$ cat src/rtl/cc3000_spi_apb_if.sv
// APB3 completer bus bundle for the CC3000 SPI bridge.
interface cc3000_spi_apb_if;
  logic        PSEL;
  logic        PENABLE;
  logic        PWRITE;
  logic [7:0]  PADDR;
  logic [31:0] PWDATA;
  logic [31:0] PRDATA;
  logic        PREADY;
  logic        PSLVERR;

  modport master (
    output PSEL, PENABLE, PWRITE,
    output PADDR, PWDATA,
    input  PRDATA, PREADY, PSLVERR
  );

  modport slave (
    input  PSEL, PENABLE, PWRITE,
    input  PADDR, PWDATA,
    output PRDATA, PREADY, PSLVERR
  );
endinterface

$ cat src/rtl/cc3000_spi_apb.sv
// APB3 to SPI (mode 1) bridge for the CC3000 with TX FIFO.
// Optional IRQ path enabled by defining CC3000_SPI_IRQ_EN.
module cc3000_spi_apb #(
  parameter int FIFO_DEPTH = 4
) (
  input  logic SYSCLK,
  input  logic SYSRESET,
  cc3000_spi_apb_if.slave apb,
  output logic SPI_SCLK,
  output logic SPI_MOSI,
  output logic SPI_CS_N,
  input  logic SPI_MISO,
  input  logic SPI_IRQ_N,
  output logic INT
);
  localparam int AW = $clog2(FIFO_DEPTH);
  localparam logic [AW:0] FULL_CNT = (AW+1)'(FIFO_DEPTH);

  typedef enum logic [1:0] {
    S_IDLE, S_LEAD, S_SHIFT, S_TAIL
  } state_e;

  state_e      state_q, state_d;
  logic [3:0]  hcnt_q, hcnt_d;
  logic [2:0]  bit_q, bit_d;
  logic        sclk_q, sclk_d;
  logic [7:0]  tx_q, tx_d;
  logic [7:0]  rsh_q, rsh_d;

  logic        wait_q;
  logic        en_q, cs_q, irqen_q;
  logic [3:0]  div_q;
  logic [7:0]  rxdata_q;
  logic        rxvalid_q, ovr_q;

  logic [7:0]  mem_q [FIFO_DEPTH];
  logic [AW-1:0] wptr_q, rptr_q;
  logic [AW:0] cnt_q;

  logic        access, done, bad_addr;
  logic [1:0]  sel;
  logic        wr, rd, wr_ctrl, wr_stat, wr_tx, rd_rx;
  logic        full, empty, push, pop;
  logic        start, half_end, launch, load_rx;
  logic        busy, irq;
  logic [31:0] rdata;

  // One wait state: PREADY rises in the second ACCESS cycle.
  assign access   = apb.PSEL & apb.PENABLE;
  assign done     = access & wait_q;
  assign sel      = apb.PADDR[3:2];
  assign bad_addr = |apb.PADDR[7:4];
  assign wr       = done & apb.PWRITE & ~bad_addr;
  assign rd       = done & ~apb.PWRITE & ~bad_addr;
  assign wr_ctrl  = wr & (sel == 2'd0);
  assign wr_stat  = wr & (sel == 2'd1);
  assign wr_tx    = wr & (sel == 2'd2);
  assign rd_rx    = rd & (sel == 2'd3);

  assign full  = (cnt_q == FULL_CNT);
  assign empty = (cnt_q == '0);
  assign push  = wr_tx & ~full;
  assign busy  = (state_q != S_IDLE);

  assign apb.PREADY  = done;
  assign apb.PSLVERR = done & (bad_addr
                     | ((sel == 2'd3) & apb.PWRITE)
                     | ((sel == 2'd2) & (~apb.PWRITE | full)));

  always_comb begin
    rdata = '0;
    unique case (sel)
      2'd0: rdata = {24'd0, div_q, 1'b0, irqen_q, cs_q, en_q};
      2'd1: rdata = {26'd0, irq, ovr_q, rxvalid_q, empty, full, busy};
      2'd2: rdata = '0;
      2'd3: rdata = {24'd0, rxdata_q};
    endcase
  end

  assign apb.PRDATA = rd ? rdata : '0;

  always_ff @(posedge SYSCLK or posedge SYSRESET) begin
    if (SYSRESET) begin
      wait_q    <= 1'b0;
      en_q      <= 1'b0;
      cs_q      <= 1'b0;
      irqen_q   <= 1'b0;
      div_q     <= '0;
      rxdata_q  <= '0;
      rxvalid_q <= 1'b0;
      ovr_q     <= 1'b0;
    end else begin
      wait_q <= access & ~wait_q;
      if (wr_ctrl) begin
        en_q    <= apb.PWDATA[0];
        cs_q    <= apb.PWDATA[1];
        irqen_q <= apb.PWDATA[2];
        div_q   <= apb.PWDATA[7:4];
      end
      // A completing byte wins over a same-cycle clear.
      if (load_rx) begin
        rxdata_q  <= rsh_q;
        rxvalid_q <= 1'b1;
      end else if (rd_rx) begin
        rxvalid_q <= 1'b0;
      end
      if (load_rx && rxvalid_q) begin
        ovr_q <= 1'b1;
      end else if (wr_stat && apb.PWDATA[4]) begin
        ovr_q <= 1'b0;
      end
    end
  end

  always_ff @(posedge SYSCLK or posedge SYSRESET) begin
    if (SYSRESET) begin
      for (int i = 0; i < FIFO_DEPTH; i++) begin
        mem_q[i] <= '0;
      end
      wptr_q <= '0;
      rptr_q <= '0;
      cnt_q  <= '0;
    end else begin
      if (push) begin
        mem_q[wptr_q] <= apb.PWDATA[7:0];
        wptr_q        <= wptr_q + AW'(1);
      end
      if (pop) begin
        rptr_q <= rptr_q + AW'(1);
      end
      if (push && !pop) begin
        cnt_q <= cnt_q + (AW+1)'(1);
      end else if (pop && !push) begin
        cnt_q <= cnt_q - (AW+1)'(1);
      end
    end
  end

  assign start    = en_q & cs_q & ~empty;
  assign half_end = (hcnt_q >= div_q);

  always_comb begin
    state_d = state_q;
    hcnt_d  = hcnt_q;
    bit_d   = bit_q;
    sclk_d  = sclk_q;
    tx_d    = tx_q;
    rsh_d   = rsh_q;
    pop     = 1'b0;
    load_rx = 1'b0;
    launch  = 1'b0;
    unique case (state_q)
      S_IDLE: launch = start;
      S_LEAD: begin
        if (half_end) begin
          hcnt_d  = '0;
          sclk_d  = 1'b1;
          state_d = S_SHIFT;
        end else begin
          hcnt_d = hcnt_q + 4'd1;
        end
      end
      S_SHIFT: begin
        if (!half_end) begin
          hcnt_d = hcnt_q + 4'd1;
        end else if (sclk_q) begin
          hcnt_d = '0;
          sclk_d = 1'b0;
          rsh_d  = {rsh_q[6:0], SPI_MISO};
          bit_d  = bit_q + 3'd1;
          if (bit_q == 3'd7) state_d = S_TAIL;
        end else begin
          // Bit 7 was already presented in LEAD.
          hcnt_d = '0;
          sclk_d = 1'b1;
          tx_d   = {tx_q[6:0], 1'b0};
        end
      end
      S_TAIL: begin
        if (half_end) begin
          load_rx = 1'b1;
          state_d = S_IDLE;
          launch  = start;
        end else begin
          hcnt_d = hcnt_q + 4'd1;
        end
      end
    endcase
    if (launch) begin
      pop     = 1'b1;
      tx_d    = mem_q[rptr_q];
      hcnt_d  = '0;
      bit_d   = '0;
      state_d = S_LEAD;
    end
  end

  always_ff @(posedge SYSCLK or posedge SYSRESET) begin
    if (SYSRESET) begin
      state_q <= S_IDLE;
      hcnt_q  <= '0;
      bit_q   <= '0;
      sclk_q  <= 1'b0;
      tx_q    <= '0;
      rsh_q   <= '0;
    end else begin
      state_q <= state_d;
      hcnt_q  <= hcnt_d;
      bit_q   <= bit_d;
      sclk_q  <= sclk_d;
      tx_q    <= tx_d;
      rsh_q   <= rsh_d;
    end
  end

  assign SPI_SCLK = sclk_q;
  assign SPI_MOSI = tx_q[7];
  assign SPI_CS_N = ~cs_q;

`ifdef CC3000_SPI_IRQ_EN
  logic irq_s1_q, irq_s2_q, int_q;
  always_ff @(posedge SYSCLK or posedge SYSRESET) begin
    if (SYSRESET) begin
      irq_s1_q <= 1'b1;
      irq_s2_q <= 1'b1;
      int_q    <= 1'b0;
    end else begin
      irq_s1_q <= SPI_IRQ_N;
      irq_s2_q <= irq_s1_q;
      int_q    <= irqen_q & (~irq_s2_q | rxvalid_q);
    end
  end
  assign irq = ~irq_s2_q;
  assign INT = int_q;
  logic unused_ok;
  assign unused_ok = ^{apb.PWDATA[31:8], apb.PADDR[1:0]};
`else
  assign irq = 1'b0;
  assign INT = 1'b0;
  logic unused_ok;
  assign unused_ok = ^{apb.PWDATA[31:8], apb.PADDR[1:0], SPI_IRQ_N};
`endif
endmodule
$ cat src/flat_wrapper.sv
// flat-port wrapper written by rule: the top's interface ports become plain ports
module cc3000_spi_apb_flat 
#(
  parameter int FIFO_DEPTH = 4
)
  (SYSCLK, SYSRESET, SPI_SCLK, SPI_MOSI, SPI_CS_N, SPI_MISO, SPI_IRQ_N, INT, apb_PSEL, apb_PENABLE, apb_PWRITE, apb_PADDR, apb_PWDATA, apb_PRDATA, apb_PREADY, apb_PSLVERR);
  cc3000_spi_apb_if apb_i ();
  input  logic SYSCLK;
  input  logic SYSRESET;
  output logic SPI_SCLK;
  output logic SPI_MOSI;
  output logic SPI_CS_N;
  input  logic SPI_MISO;
  input  logic SPI_IRQ_N;
  output logic INT;
  input wire logic [$bits(apb_i.PSEL)-1:0] apb_PSEL;
  input wire logic [$bits(apb_i.PENABLE)-1:0] apb_PENABLE;
  input wire logic [$bits(apb_i.PWRITE)-1:0] apb_PWRITE;
  input wire logic [$bits(apb_i.PADDR)-1:0] apb_PADDR;
  input wire logic [$bits(apb_i.PWDATA)-1:0] apb_PWDATA;
  output wire logic [$bits(apb_i.PRDATA)-1:0] apb_PRDATA;
  output wire logic [$bits(apb_i.PREADY)-1:0] apb_PREADY;
  output wire logic [$bits(apb_i.PSLVERR)-1:0] apb_PSLVERR;
  assign apb_i.PSEL = apb_PSEL;
  assign apb_i.PENABLE = apb_PENABLE;
  assign apb_i.PWRITE = apb_PWRITE;
  assign apb_i.PADDR = apb_PADDR;
  assign apb_i.PWDATA = apb_PWDATA;
  assign apb_PRDATA = apb_i.PRDATA;
  assign apb_PREADY = apb_i.PREADY;
  assign apb_PSLVERR = apb_i.PSLVERR;
  cc3000_spi_apb #(.FIFO_DEPTH(FIFO_DEPTH)) u_core (.SYSCLK(SYSCLK), .SYSRESET(SYSRESET), .apb(apb_i), .SPI_SCLK(SPI_SCLK), .SPI_MOSI(SPI_MOSI), .SPI_CS_N(SPI_CS_N), .SPI_MISO(SPI_MISO), .SPI_IRQ_N(SPI_IRQ_N), .INT(INT));
endmodule
$ cat config.mk
export PLATFORM = sky130hd
export DESIGN_NAME = cc3000_spi_apb_flat
export DESIGN_NICKNAME = d
export VERILOG_FILES = /design/src/rtl/cc3000_spi_apb_if.sv /design/src/rtl/cc3000_spi_apb.sv /design/src/flat_wrapper.sv
export SDC_FILE = /design/constraint.sdc
export NUM_CORES = 1
export LEC_CHECK = 0
export CAP_MARGIN = 25
export CORE_ASPECT_RATIO = 1.75
export CORE_MARGIN = 8
export CORE_UTILIZATION = 52
export DETAILED_ROUTE_END_ITERATION = 8
export MAX_ROUTING_LAYER = met4
export PLACE_DENSITY = 0.8
export SLEW_MARGIN = 20
export SYNTH_ARGS = -nofsm -noshare
export SYNTH_HDL_FRONTEND = slang
export SYNTH_SLANG_ARGS = --single-unit
$ cat constraint.sdc
create_clock -name SYSCLK -period 3.5 [get_ports SYSCLK]
set_input_delay 0.35 -clock SYSCLK [delete_from_list [all_inputs] [get_ports SYSCLK]]
set_output_delay 0.35 -clock SYSCLK [all_outputs]
set_load 0.005 [all_outputs]
---- Word level (Yosys, flattened, before mapping) ----
Index checks and enable logic that the tools add are counted.
word-level totals
  register bits after elaboration ......... 83
  output and inout bits ................... 38
operators by class
  $add $sub $neg .......................... 6
  magnitude comparators ................... 4
  reduce and logical (&&, ||, !) cells .... 28
  bitwise operators ....................... 28
  equal/unequal tests ..................... 17
  muxes and demuxes ....................... 42
operators by type and width
  kind                   count
  $pmux W32 S4           1
  $mux W8                7
  $bwmux W32             1
  $mux W32               1
  $mux W3                6
  $and A1 B1 Y1          17
  $bmux W8 S2            1
  $demux W8 S2           1
  $reduce_bool A2 Y1     8
  $ne A3 B1 Y1 const B   5
  $mux W2                6
  $mux W4                3
  $reduce_and A3 Y1      4
  $mux W1                11
  $eq A2 B2 Y1 const B   4
  $pmux W4 S2            1
  $add A3 B1 Y3 const B  2
  $eq A3 B3 Y1 const B   2
  $ge A3 B3 Y1 const B   2
  $not A1 Y1             6
  $not A2 Y3             2
  $pmux W2 S3            1
  $reduce_and A6 Y1      1
  $logic_and A1 B1 Y1    5
  other kinds (19)       27

---- Depth between registers and ports, before layout ----
Gate-level depths: netlist of the first run.
  word-level depth ........................ 10
  gate-level depth with buffers ........... 13
  mapped depth without buffers ............ 12

---- Least setup slack after synthesis of the first run ----
OpenSTA, ideal clock, no wires.
  path kind ............................... register to register
  from .................................... register u_core.hcnt_q[0]
  to ...................................... register u_core.cnt_q[2]
  slack ................................... 941 ps
  stages on the path, launching flop included .. 14
  data arrival time ....................... 2480 ps
  library setup time ...................... 79 ps
  clock period less this slack ............ 2559 ps
  cells stage by stage .................... dfrtp_1 > inv_1 > ha_1 > nor3b_1 > o211ai_1 > and2_1 > clkbuf_1 > inv_1 > ha_1 > inv_1 > fa_1 > xor2_1 > nor2_1 > xor2_1
on the way
  longest elaborated chain between the ends .. 7
  elaborated cells on any way between the ends .. 9
RTL lines
  item                                           line                   RTL
  start: declaration                             cc3000_spi_apb.sv:24   logic [3:0] hcnt_q, hcnt_d;
  start signal: assignment                       cc3000_spi_apb.sv:208  hcnt_q <= hcnt_d;
  $ge A4 B4 Y1 *                                 cc3000_spi_apb.sv:140  assign half_end = (hcnt_q >= div_q);
  $mux W1 *                                      cc3000_spi_apb.sv:180  if (half_end) begin
  $pmux W1 S2 *                                  cc3000_spi_apb.sv:152  unique case (state_q)
  $mux W1 *                                      cc3000_spi_apb.sv:189  if (launch) begin
  $logic_not A1 Y1                               cc3000_spi_apb.sv:131  if (push && !pop) begin
  $logic_and A1 B1 Y1                            cc3000_spi_apb.sv:131
  $mux W3 or $reduce_bool A2 Y1 (tied branches)  --
  end signal: assignment                         cc3000_spi_apb.sv:132  cnt_q <= cnt_q + (AW+1)'(1);
  end signal: assignment                         cc3000_spi_apb.sv:134  cnt_q <= cnt_q - (AW+1)'(1);
  end: declaration                               cc3000_spi_apb.sv:38   logic [AW:0] cnt_q;
Every way passes the cells marked *; elsewhere a longest branch is shown, timed or not.
A chain may end at the register's enable or synchronous reset.

---- Final worst setup path of the first run ----
  from .................................... input port apb_PADDR[5]
  to ...................................... output port apb_PRDATA[3]
on the way
  longest elaborated chain between the ends .. 4
RTL lines
  item                line                  RTL
  start: declaration  flat_wrapper.sv:19    input wire logic [$bits(apb_i.PADDR)-1:0] apb_PADDR;
  $reduce_or A4 Y1    cc3000_spi_apb.sv:52  assign bad_addr = |apb.PADDR[7:4];
  $not A1 Y1          cc3000_spi_apb.sv:54  assign rd = done & ~apb.PWRITE & ~bad_addr;
  $and A1 B1 Y1       cc3000_spi_apb.sv:54
  $mux W32            cc3000_spi_apb.sv:80  assign apb.PRDATA = rd ? rdata : '0;
  end: declaration    flat_wrapper.sv:21    output wire logic [$bits(apb_i.PRDATA)-1:0] apb_PRDATA;
No other way between the ends.

==> results of run 1 <==
-- cells in the final DEF (no fill, tap or decap), types with 4 or more instances in the layout --
cell type / instances
sky130_fd_sc_hd__a21oi_1: 17
sky130_fd_sc_hd__clkbuf_16: 9
sky130_fd_sc_hd__clkdlybuf4s50_1: 32
sky130_fd_sc_hd__conb_1: 25
sky130_fd_sc_hd__dfrtp_1: 83
sky130_fd_sc_hd__ha_1: 19
sky130_fd_sc_hd__inv_1: 15
sky130_fd_sc_hd__mux2_2: 16
sky130_fd_sc_hd__mux2_4: 32
sky130_fd_sc_hd__mux2i_1: 14
sky130_fd_sc_hd__mux4_2: 8
sky130_fd_sc_hd__nand2_1: 45
sky130_fd_sc_hd__nand2_8: 4
sky130_fd_sc_hd__nand3_1: 6
sky130_fd_sc_hd__nor2_1: 22
sky130_fd_sc_hd__o21ai_0: 14
sky130_fd_sc_hd__xnor2_1: 4
-- where the power goes --
group	switching [W]	total (W)	internal, W
combinational	0.000355	0.000639	0.000285
sequential	0.000103	0.00120	0.00109
clock	0.000375	0.00101	0.000637
total	0.000833	0.00285	0.00202
-- area by class of cell --
| class | count | area [um2] |
|---|---|---|
| well taps | 117 | 146.4 |
| flip-flops and latches | 83 | 2077 |
| multi-input cells | 263 | 2162 |
| clock inverters | 5 | 77.57 |
| clock buffers | 10 | 239.0 |
| fillers | 651 | 3376 |
| inverters | 16 | 61.31 |
| repair buffers | 36 | 362.8 |
-- per-layer routing --
| metal | vias up | part of all wire | GRT usage |
|---|---|---|---|
| met5 | - | 0 | - |
| met2 | 77 | 0.52 | 0.2817 |
| met1 | 1411 | 0.39 | 0.1784 |
| li1 | 1313 | - | - |
| met3 | 22 | 0.050 | 0.02908 |
| met4 | 0 | 0.041 | 0.1004 |
-- worst paths after layout --
path	from	end	cells after the start
setup / recovery	apb_PADDR[5]	apb_PRDATA[3]	5
hold / removal	SYSRESET	u_core.bit_q[2]	2
setup reg to reg	u_core.hcnt_q[0]	u_core.cnt_q[2]	12
hold reg to reg	u_core.wait_q	u_core.wait_q	1
max in group asynchronous	SYSRESET	u_core.mem_q[16]	3
min in group SYSCLK	u_core.wait_q	u_core.wait_q	1
-- flip-flops by register name, indices dropped and copies added (netlist names) --
register	count
u_core.SPI_SCLK	1
u_core.bit_q	3
u_core.cnt_q	3
u_core.cs_q	1
u_core.div_q	4
u_core.en_q	1
u_core.hcnt_q	4
u_core.irqen_q	1
u_core.mem_q	32
u_core.ovr_q	1
u_core.rptr_q	2
u_core.rsh_q	8
u_core.rxdata_q	8
u_core.rxvalid_q	1
u_core.state_q	2
u_core.tx_q	8
u_core.wait_q	1
u_core.wptr_q	2
-- kinds of logic after synthesis --
| family | synth area share |
|---|---|
| flops | 0.4649 |
| simple gates | 0.1106 |
| fa+ha+maj | 0.05769 |
| xor+xnor | 0.01372 |
| buf+inv | 0.07141 |
| compound gates | 0.06133 |
| other cells | 0.0008393 |
| mux | 0.2195 |
-- worst max-delay path, stage by stage --
cell,delay [ns]
sky130_fd_sc_hd__clkdlybuf4s50_1,0.40
sky130_fd_sc_hd__or4_4,0.56
sky130_fd_sc_hd__or3_1,0.54
sky130_fd_sc_hd__nor3b_1,0.24
sky130_fd_sc_hd__clkdlybuf4s50_1,0.53
-- per-stage QoR --
stage	utilization	power [W]
detailed placement	0.5657	0.001837
CTS	0.6029	0.002857
floorplan	-	0.001670
finish	0.6029	0.002848
global placement	0.5657	0.001793
global route	0.6029	0.002988
==> flow_summary.json, run 1 <==
{
  "finalHoldWorstSlack_ns": 0.3373,
  "cts-buffers-inserted": 9,
  "route.detailed.vias_per_inst": 5.326,
  "pin_count_of_the_biggest_net_entering_global_routing": 59,
  "fmax_ghz": 0.3363,
  "grt_setup_unrepaired": "false",
  "worst_setup_path_start_kind": "input port",
  "hp-class": "input port to async pin",
  "setup-tns-final_ns": 0,
  "worstSetupPathType": "input port to primary output",
  "ys_seq_area_frac": 0.4649,
  "gp_congestion": 0.8517,
  "synth_flop_cell": "sky130_fd_sc_hd__dfrtp_1",
  "count_of_buffers_inserted_at_the_top_level_ports": 32,
  "ys_top_cells_by_area": "sky130_fd_sc_hd__dfrtp_1, sky130_fd_sc_hd__mux2_4, sky130_fd_sc_hd__ha_1",
  "ctsLongestPathBuffers": 2,
  "relSlewSlack": 0.4912,
  "r2r_setup_slack_ns": 0.72,
  "final_layout_size_suffix_gt1_frac": 0.2058,
  "num_antenna_cells": 0,
  "detail_route.wl_per_cell_um": 17.21,
  "static-leakage-power_nw": 2.464,
  "worst-slew-pin-transition_ns": 0.7581,
  "detailedPlace.worstSlack_ns": 0.5060,
  "synth.distinct_cells": 43,
  "asyncSetResetFlopFracSynth": 1.000,
  "setup_ws_ns": 0.5266,
  "cts_setup_buffers": 0,
  "finalWirelength_um": 9122,
  "synthTopCellsByCount": "sky130_fd_sc_hd__dfrtp_1, sky130_fd_sc_hd__nand2_1, sky130_fd_sc_hd__mux2_4",
  "synth_area_mm2": 0.004468,
  "ctsHtreeMaxLevel": 3,
  "route.detailed.drc": 0,
  "worst-path-max-fanout": 9,
  "initial_core_util": 0.5255,
  "gr_overflow_total": 0,
  "netlist_instances": 377,
  "cts-resized-gates": 0,
  "vdd_drop_max_v": 0.0003441,
  "global_route_wire_length_before_repair_um": 15350,
  "antenna_found_initial": 0,
  "finalSetupViolCount": 0,
  "power.density_mw_per_mm2": 555.5,
  "die_h_um": 138.6,
  "netlist.area_leader.share": 0.4649,
  "post_placement_cell_area_mm2": 0.004810,
  "vias": 2823,
  "clock_skew_ns": 0.007564,
  "first_global_vias": 3042,
  "synth_seq_cells": 83,
  "number_of_hold_repair_buffers_added_at_the_cts_stage": 0,
  "period_needed_ns": 2.973,
  "firstDrtPassIters": 4,
  "tritoncts_clock_tree": "yes",
  "crit_required_ns": 3.15,
  "layoutNonFillerInstCount": 530,
  "ant_nets": 0,
  "clk_pin_slew_ns": 0.06,
  "groute.usage.overall": 0.1680,
  "drt_iter0_markers": 255,
  "area_growth_syn_to_layout_pct": 14.73,
  "final_cell_area_mm2": 0.005126,
  "synth_most_common_cell": "sky130_fd_sc_hd__dfrtp_1",
  "post-route-period-util": 0.8495,
  "fp.dieArea_mm2": 0.01193,
  "timing_hold_violations_final": 0,
  "fp.coreArea_mm2": 0.008502,
  "synth.largest_area_cell": "sky130_fd_sc_hd__dfrtp_1",
  "finish.net_count": 476,
  "ctsRootBufferMaster": "sky130_fd_sc_hd__clkbuf_16",
  "clock_sinks": 83,
  "max-cap-violations": 0,
  "pin_count": 85,
  "numPlacedInstances": 515,
  "outcome": "completed",
  "cp_data_arrival_time_ns": 2.62,
  "report.final.slew_viol_count": 0,
  "floorplan.rows": 45,
  "insertion_delay_ns": 0.34,
  "type_of_element_capturing_the_critical_path": "primary output",
  "synth-edff-count": 0,
  "yosysWarningCount": 0,
  "hpwl_um": 6611,
  "die_w_um": 86.07,
  "postSynthAreaPerCell_um2": 11.85
}
Power figures use the tool's default switching activity.
==> run 2, diff against run 1 <==
clock period = 2.9 ns   (was 3.5 ns; I/O delays follow)
==> flow_summary.json, run 2 (synthesized netlist as in run 1, its figures left out) <==
{
  "die_h_um": 138.6,
  "ctsLongestPathBuffers": 2,
  "hpwl_um": 6780,
  "fmax_ghz": 0.3663,
  "route.detailed.drc": 0,
  "period_needed_ns": 2.730,
  "detail_route.wl_per_cell_um": 16.90,
  "first_global_vias": 3077,
  "worst_setup_path_start_kind": "input port",
  "area_growth_syn_to_layout_pct": 15.49,
  "pin_count_of_the_biggest_net_entering_global_routing": 52,
  "comb_power_share": 0.229,
  "power_switching_share": 0.3003,
  "worst-slew-pin-transition_ns": 0.5756,
  "mostFrequentLayoutCell": "sky130_fd_sc_hd__dfrtp_1",
  "final_layout_size_suffix_gt1_frac": 0.2220,
  "hp-class": "input port to async pin",
  "grt_setup_unrepaired": "false",
  "worst-path-max-fanout": 9,
  "finish.net_count": 481,
  "p_clk_frac": 0.341,
  "setup-tns-final_ns": 0,
  "fp.coreArea_mm2": 0.008502,
  "total_switching_power_w": 0.001004,
  "relSlewSlack": 0.6158,
  "cts_setup_buffers": 0,
  "fp.dieArea_mm2": 0.01193,
  "finalWirelength_um": 9061,
  "timing_hold_violations_final": 0,
  "static-leakage-power_nw": 2.481,
  "max-cap-violations": 0,
  "post_placement_cell_area_mm2": 0.004847,
  "drt_iter0_markers": 140,
  "ant_nets": 0,
  "final_cell_area_mm2": 0.005160,
  "post-route-period-util": 0.9413,
  "clock_skew_ns": 0.006429,
  "finalSetupViolCount": 0,
  "pin_count": 85,
  "route.detailed.vias_per_inst": 5.345,
  "clk_pin_slew_ns": 0.07,
  "layout.cells.most_common_list": "sky130_fd_sc_hd__dfrtp_1, sky130_fd_sc_hd__nand2_1, sky130_fd_sc_hd__mux2_4, sky130_fd_sc_hd__clkdlybuf4s50_1, sky130_fd_sc_hd__conb_1",
  "initial_core_util": 0.5255,
  "num_antenna_cells": 0,
  "outcome": "completed",
  "largest_register_ff_count": 32,
  "insertion_delay_ns": 0.34,
  "groute.usage.overall": 0.1673,
  "tritoncts_clock_tree": "yes",
  "top_register": "u_core.mem_q",
  "global_route_wire_length_before_repair_um": 15260,
  "cts-buffers-inserted": 9,
  "ctsRootBufferMaster": "sky130_fd_sc_hd__clkbuf_16",
  "ctsHtreeMaxLevel": 3,
  "clock_sinks": 83,
  "antenna_found_initial": 0,
  "floorplan.rows": 45,
  "crit_required_ns": 2.61,
  "firstDrtPassIters": 4,
  "pwr-share-seq": 0.429,
  "type_of_element_capturing_the_critical_path": "primary output",
  "report.final.slew_viol_count": 0,
  "vdd_drop_max_v": 0.0005667,
  "power.density_mw_per_mm2": 647.8,
  "count_of_buffers_inserted_at_the_top_level_ports": 32,
  "cp_data_arrival_time_ns": 2.44,
  "internal_power_w": 0.002339,
  "p_total_w": 0.003343,
  "die_w_um": 86.07,
  "gr_overflow_total": 0,
  "gp_congestion": 0.8998,
  "vias": 2865,
  "worstSetupPathType": "input port to primary output"
}
==> run 2: cell types whose count changed in the layout (fill, tap and decap cells not counted), sizes merged <==
cell    previous run  this run
buf                4         9
clkinv             3         5
bufinv             2         1
clkbuf            10         9
inv               15        16
==> run 2: final cells by class <==
type / instances / area, um2
fillers: 662 / 3342
multi-input cells: 263 / 2172
flip-flops and latches: 83 / 2077
repair buffers: 41 / 400.4
clock buffers: 9 / 225.2
well taps: 117 / 146.4
clock inverters: 7 / 77.57
inverters: 16 / 61.31
==> run 2: metrics by stage <==
stage | std cells | hold WS [ns] | setup slack, ns | util
final | 536 | 0.3136 | 0.1701 | 0.6069
after global routing | 536 | 0.3687 | 0.07933 | 0.6069
after CTS | 536 | 0.3362 | 0.03566 | 0.6057
after detailed placement | 520 | 0.4206 | 0.03852 | 0.5701
after global placement | 520 | 0.4194 | 0.04228 | 0.5701
after floorplan | 401 | 0.3979 | 0.3409 | -
==> run 2: power by group through the flow <==
| stage | Clock [W] | Sequential, W | Combinational (W) |
|---|---|---|---|
| global placement | 0 | 0.00144 | 0.000719 |
| detailed placement | 0 | 0.00146 | 0.000766 |
| CTS | 0.00116 | 0.00143 | 0.000771 |
| finish | 0.00114 | 0.00143 | 0.000767 |
| global route | 0.00122 | 0.00145 | 0.000850 |
| floorplan | 0 | 0.00142 | 0.000596 |
==> run 2: what timing repair did <==
item | 4_1_cts | 5_1_grt
setup endpoints to repair | 0 | 3
hold buffers | 0 | 0
gates resized for setup | 0 | 2
==> run 2: final timing paths <==
check                                        from                to  slack [ns]  depth (start not counted)
worst min-delay path                     SYSRESET   u_core.rsh_q[0]        0.31                          2
min in group SYSCLK                 u_core.wait_q     u_core.wait_q        0.43                          1
worst min register to register      u_core.wait_q     u_core.wait_q        0.43                          1
max in group asynchronous                SYSRESET  u_core.mem_q[10]        1.93                          3
worst max register to register  u_core.state_q[0]   u_core.cnt_q[1]        0.29                          9
worst max-delay path                 apb_PADDR[5]     apb_PRDATA[3]        0.17                          5
==> run 2: worst max-delay path, stage by stage <==
cell and delay [ns]:
sky130_fd_sc_hd__clkdlybuf4s50_1 0.39, sky130_fd_sc_hd__or4_4 0.57, sky130_fd_sc_hd__or3_4 0.46, sky130_fd_sc_hd__nor3b_1 0.20, sky130_fd_sc_hd__clkdlybuf4s50_1 0.53
==> run 2: routing by layer <==
metal | up-vias | global-route usage | routed length (um)
met1 | 1468 | 0.1724 | 3446
met4 | 0 | 0.07621 | 257
met2 | 61 | 0.2907 | 4908
met5 | - | - | 0
met3 | 17 | 0.03798 | 449
li1 | 1319 | - | -
==> run 3, diff against run 2 <==
GPL_TIMING_DRIVEN = 0   (was default)
==> flow_summary.json, run 3 (synthesized netlist as in run 1, its figures left out) <==
{
  "worst_setup_path_startpoint": "apb_PADDR[5]",
  "reg2regPathDepth": 9,
  "area_growth_syn_to_layout_pct": 19.63,
  "worst-path-max-fanout": 9,
  "hpwl_um": 7042,
  "floorplan.rows": 45,
  "mostFrequentLayoutCell": "sky130_fd_sc_hd__dfrtp_1",
  "timing_hold_violations_final": 0,
  "report.final.slew_viol_count": 0,
  "hp-class": "input port to async pin",
  "vias": 2923,
  "fmax_ghz": 0.3608,
  "cts_setup_buffers": 0,
  "finish.net_count": 510,
  "initial_core_util": 0.5255,
  "clock_sinks": 83,
  "timing.critical_path.buf_inv": 2,
  "finalSetupViolCount": 0,
  "detail_route.wl_per_cell_um": 16.46,
  "period_needed_ns": 2.772,
  "final_layout_size_suffix_gt1_frac": 0.2595,
  "number_of_hold_repair_buffers_added_at_the_cts_stage": 0,
  "post-route-period-util": 0.9557,
  "power_switching_share": 0.2991,
  "first_global_vias": 3142,
  "pin_count_of_the_biggest_net_entering_global_routing": 49,
  "cp_data_arrival_time_ns": 2.48,
  "antenna_found_initial": 0,
  "tritoncts_clock_tree": "yes",
  "route.detailed.drc": 0,
  "num_antenna_cells": 0,
  "numPlacedInstances": 551,
  "count_of_buffers_inserted_at_the_top_level_ports": 32,
  "critical_path.reg2reg.startpoint": "u_core.state_q[0]",
  "clk_pin_slew_ns": 0.06,
  "ctsLongestPathBuffers": 2,
  "worstSetupPathType": "input port to primary output",
  "pwr-share-seq": 0.436,
  "grt_setup_unrepaired": "false",
  "groute.usage.overall": 0.1742,
  "worst_setup_path_start_kind": "input port",
  "post_placement_cell_area_mm2": 0.005055,
  "comb_power_share": 0.243,
  "finalWirelength_um": 9286,
  "r2r_setup_slack_ns": 0.20,
  "top_register": "u_core.mem_q",
  "p_clk_frac": 0.321,
  "ctsRootBufferMaster": "sky130_fd_sc_hd__clkbuf_16",
  "topRoutingLayerUsed": "met4",
  "master_of_the_slowest_instance_on_the_critical_path": "sky130_fd_sc_hd__or4_4",
  "ctsHtreeMaxLevel": 3,
  "layoutNonFillerInstCount": 564,
  "regToRegEndpoint": "u_core.cnt_q[1]",
  "wl_met2_um": 5224,
  "pin_count": 85,
  "finalHoldWorstSlack_ns": 0.3262,
  "final_cell_area_mm2": 0.005345,
  "largest_register_ff_count": 32,
  "layout.cells.most_common_list": "sky130_fd_sc_hd__dfrtp_1, sky130_fd_sc_hd__nand2_1, sky130_fd_sc_hd__mux2_4, sky130_fd_sc_hd__clkdlybuf4s50_1",
  "layout.filler_cells": 666,
  "p_total_w": 0.003288,
  "type_of_element_capturing_the_critical_path": "primary output",
  "route.detailed.vias_per_inst": 5.183,
  "clock_skew_ns": 0.009009,
  "total_switching_power_w": 0.0009836,
  "insertion_delay_ns": 0.34,
  "ant_nets": 0,
  "die_h_um": 138.6,
  "route.layer.met1.wl_um": 3244,
  "vdd_drop_max_v": 0.0003388,
  "cts-buffers-inserted": 9,
  "max-cap-violations": 0,
  "power.density_mw_per_mm2": 615.2,
  "drt_iter0_markers": 200,
  "gr_overflow_total": 0,
  "internal_power_w": 0.002305,
  "outcome": "completed",
  "cp_top_family": "simple AND/OR/NAND/NOR gates",
  "critical_path_depth": 5,
  "fp.dieArea_mm2": 0.01193,
  "crit_required_ns": 2.61,
  "worst-slew-pin-transition_ns": 0.7372,
  "met3_wirelength_um": 516,
  "cp_cell_sequence": "clkdlybuf4s50_1, or4_4, or3_4, nor3b_1, clkdlybuf4s50_1",
  "relSlewSlack": 0.5085,
  "setup-tns-final_ns": 0,
  "die_w_um": 86.07,
  "gp_congestion": 0.8386,
  "global_route_wire_length_before_repair_um": 15700,
  "critical-path-max-stage-delay_ns": 0.57,
  "timing.critical_path.mode_cell": "sky130_fd_sc_hd__clkdlybuf4s50_1",
  "static-leakage-power_nw": 2.603,
  "firstDrtPassIters": 4,
  "fp.coreArea_mm2": 0.008502
}
==> run 3: changes by cell type in the layout (fill, tap and decap cells not counted), moves of 2 or more <==
cell,delta
sky130_fd_sc_hd__buf_1,+2
sky130_fd_sc_hd__buf_4,+17
sky130_fd_sc_hd__clkinv_4,-2
sky130_fd_sc_hd__clkbuf_1,+6
sky130_fd_sc_hd__clkbuf_8,+2
sky130_fd_sc_hd__buf_2,+2
==> run 3: worst max-delay path by stage <==
stage,slack [ns],to
final,0.13,apb_PRDATA[3]
after global routing,0.03,apb_PRDATA[3]
after CTS,0.02,u_core.cnt_q[1]
after global placement,-0.71,u_core.wait_q
after detailed placement,-0.21,u_core.cnt_q[2]
after floorplan,0.34,u_core.cnt_q[2]
==> run 3: what timing repair did <==
item                       CTS  global route
gates resized for setup      1             5
pin swaps                    0             0
setup endpoints to repair    5             3
==> run 3: power by group through the flow <==
stage | Combinational (W) | Clock, W | Sequential (W)
after floorplan | 0.000596 | 0 | 0.00142
after global placement | 0.000745 | 0 | 0.00144
after detailed placement | 0.000777 | 0 | 0.00145
after CTS | 0.000791 | 0.00107 | 0.00143
after global routing | 0.000891 | 0.00113 | 0.00145
final | 0.000799 | 0.00106 | 0.00143
==> run 3: cell type report <==
class	instances	area [um2]	share of cell area
Multi-Input combinational cell	263	2180	0.4078
Sequential cell	83	2077	0.3886
Timing Repair Buffer	33	347.8	0.06507
Clock buffer	11	252.7	0.04728
Buffer	37	252.7	0.04728
Tap cell	117	146.4	0.02739
Inverter	16	62.56	0.01170
Clock inverter	4	26.28	0.004916
==> run 3: stage by stage <==
step | setup slack, ns | utilization
finish | 0.1285 | 0.6287
global route | 0.02535 | 0.6287
CTS | 0.01573 | 0.6271
detailed placement | -0.2135 | 0.5946
global placement | -0.7079 | 0.5910
floorplan | 0.3409 | -
==> run 3: layer usage <==
layer	vias up	track usage
met2	83	0.3131
met5	-	-
li1	1377	-
met3	21	0.04451
met4	0	0.08457
met1	1442	0.1645
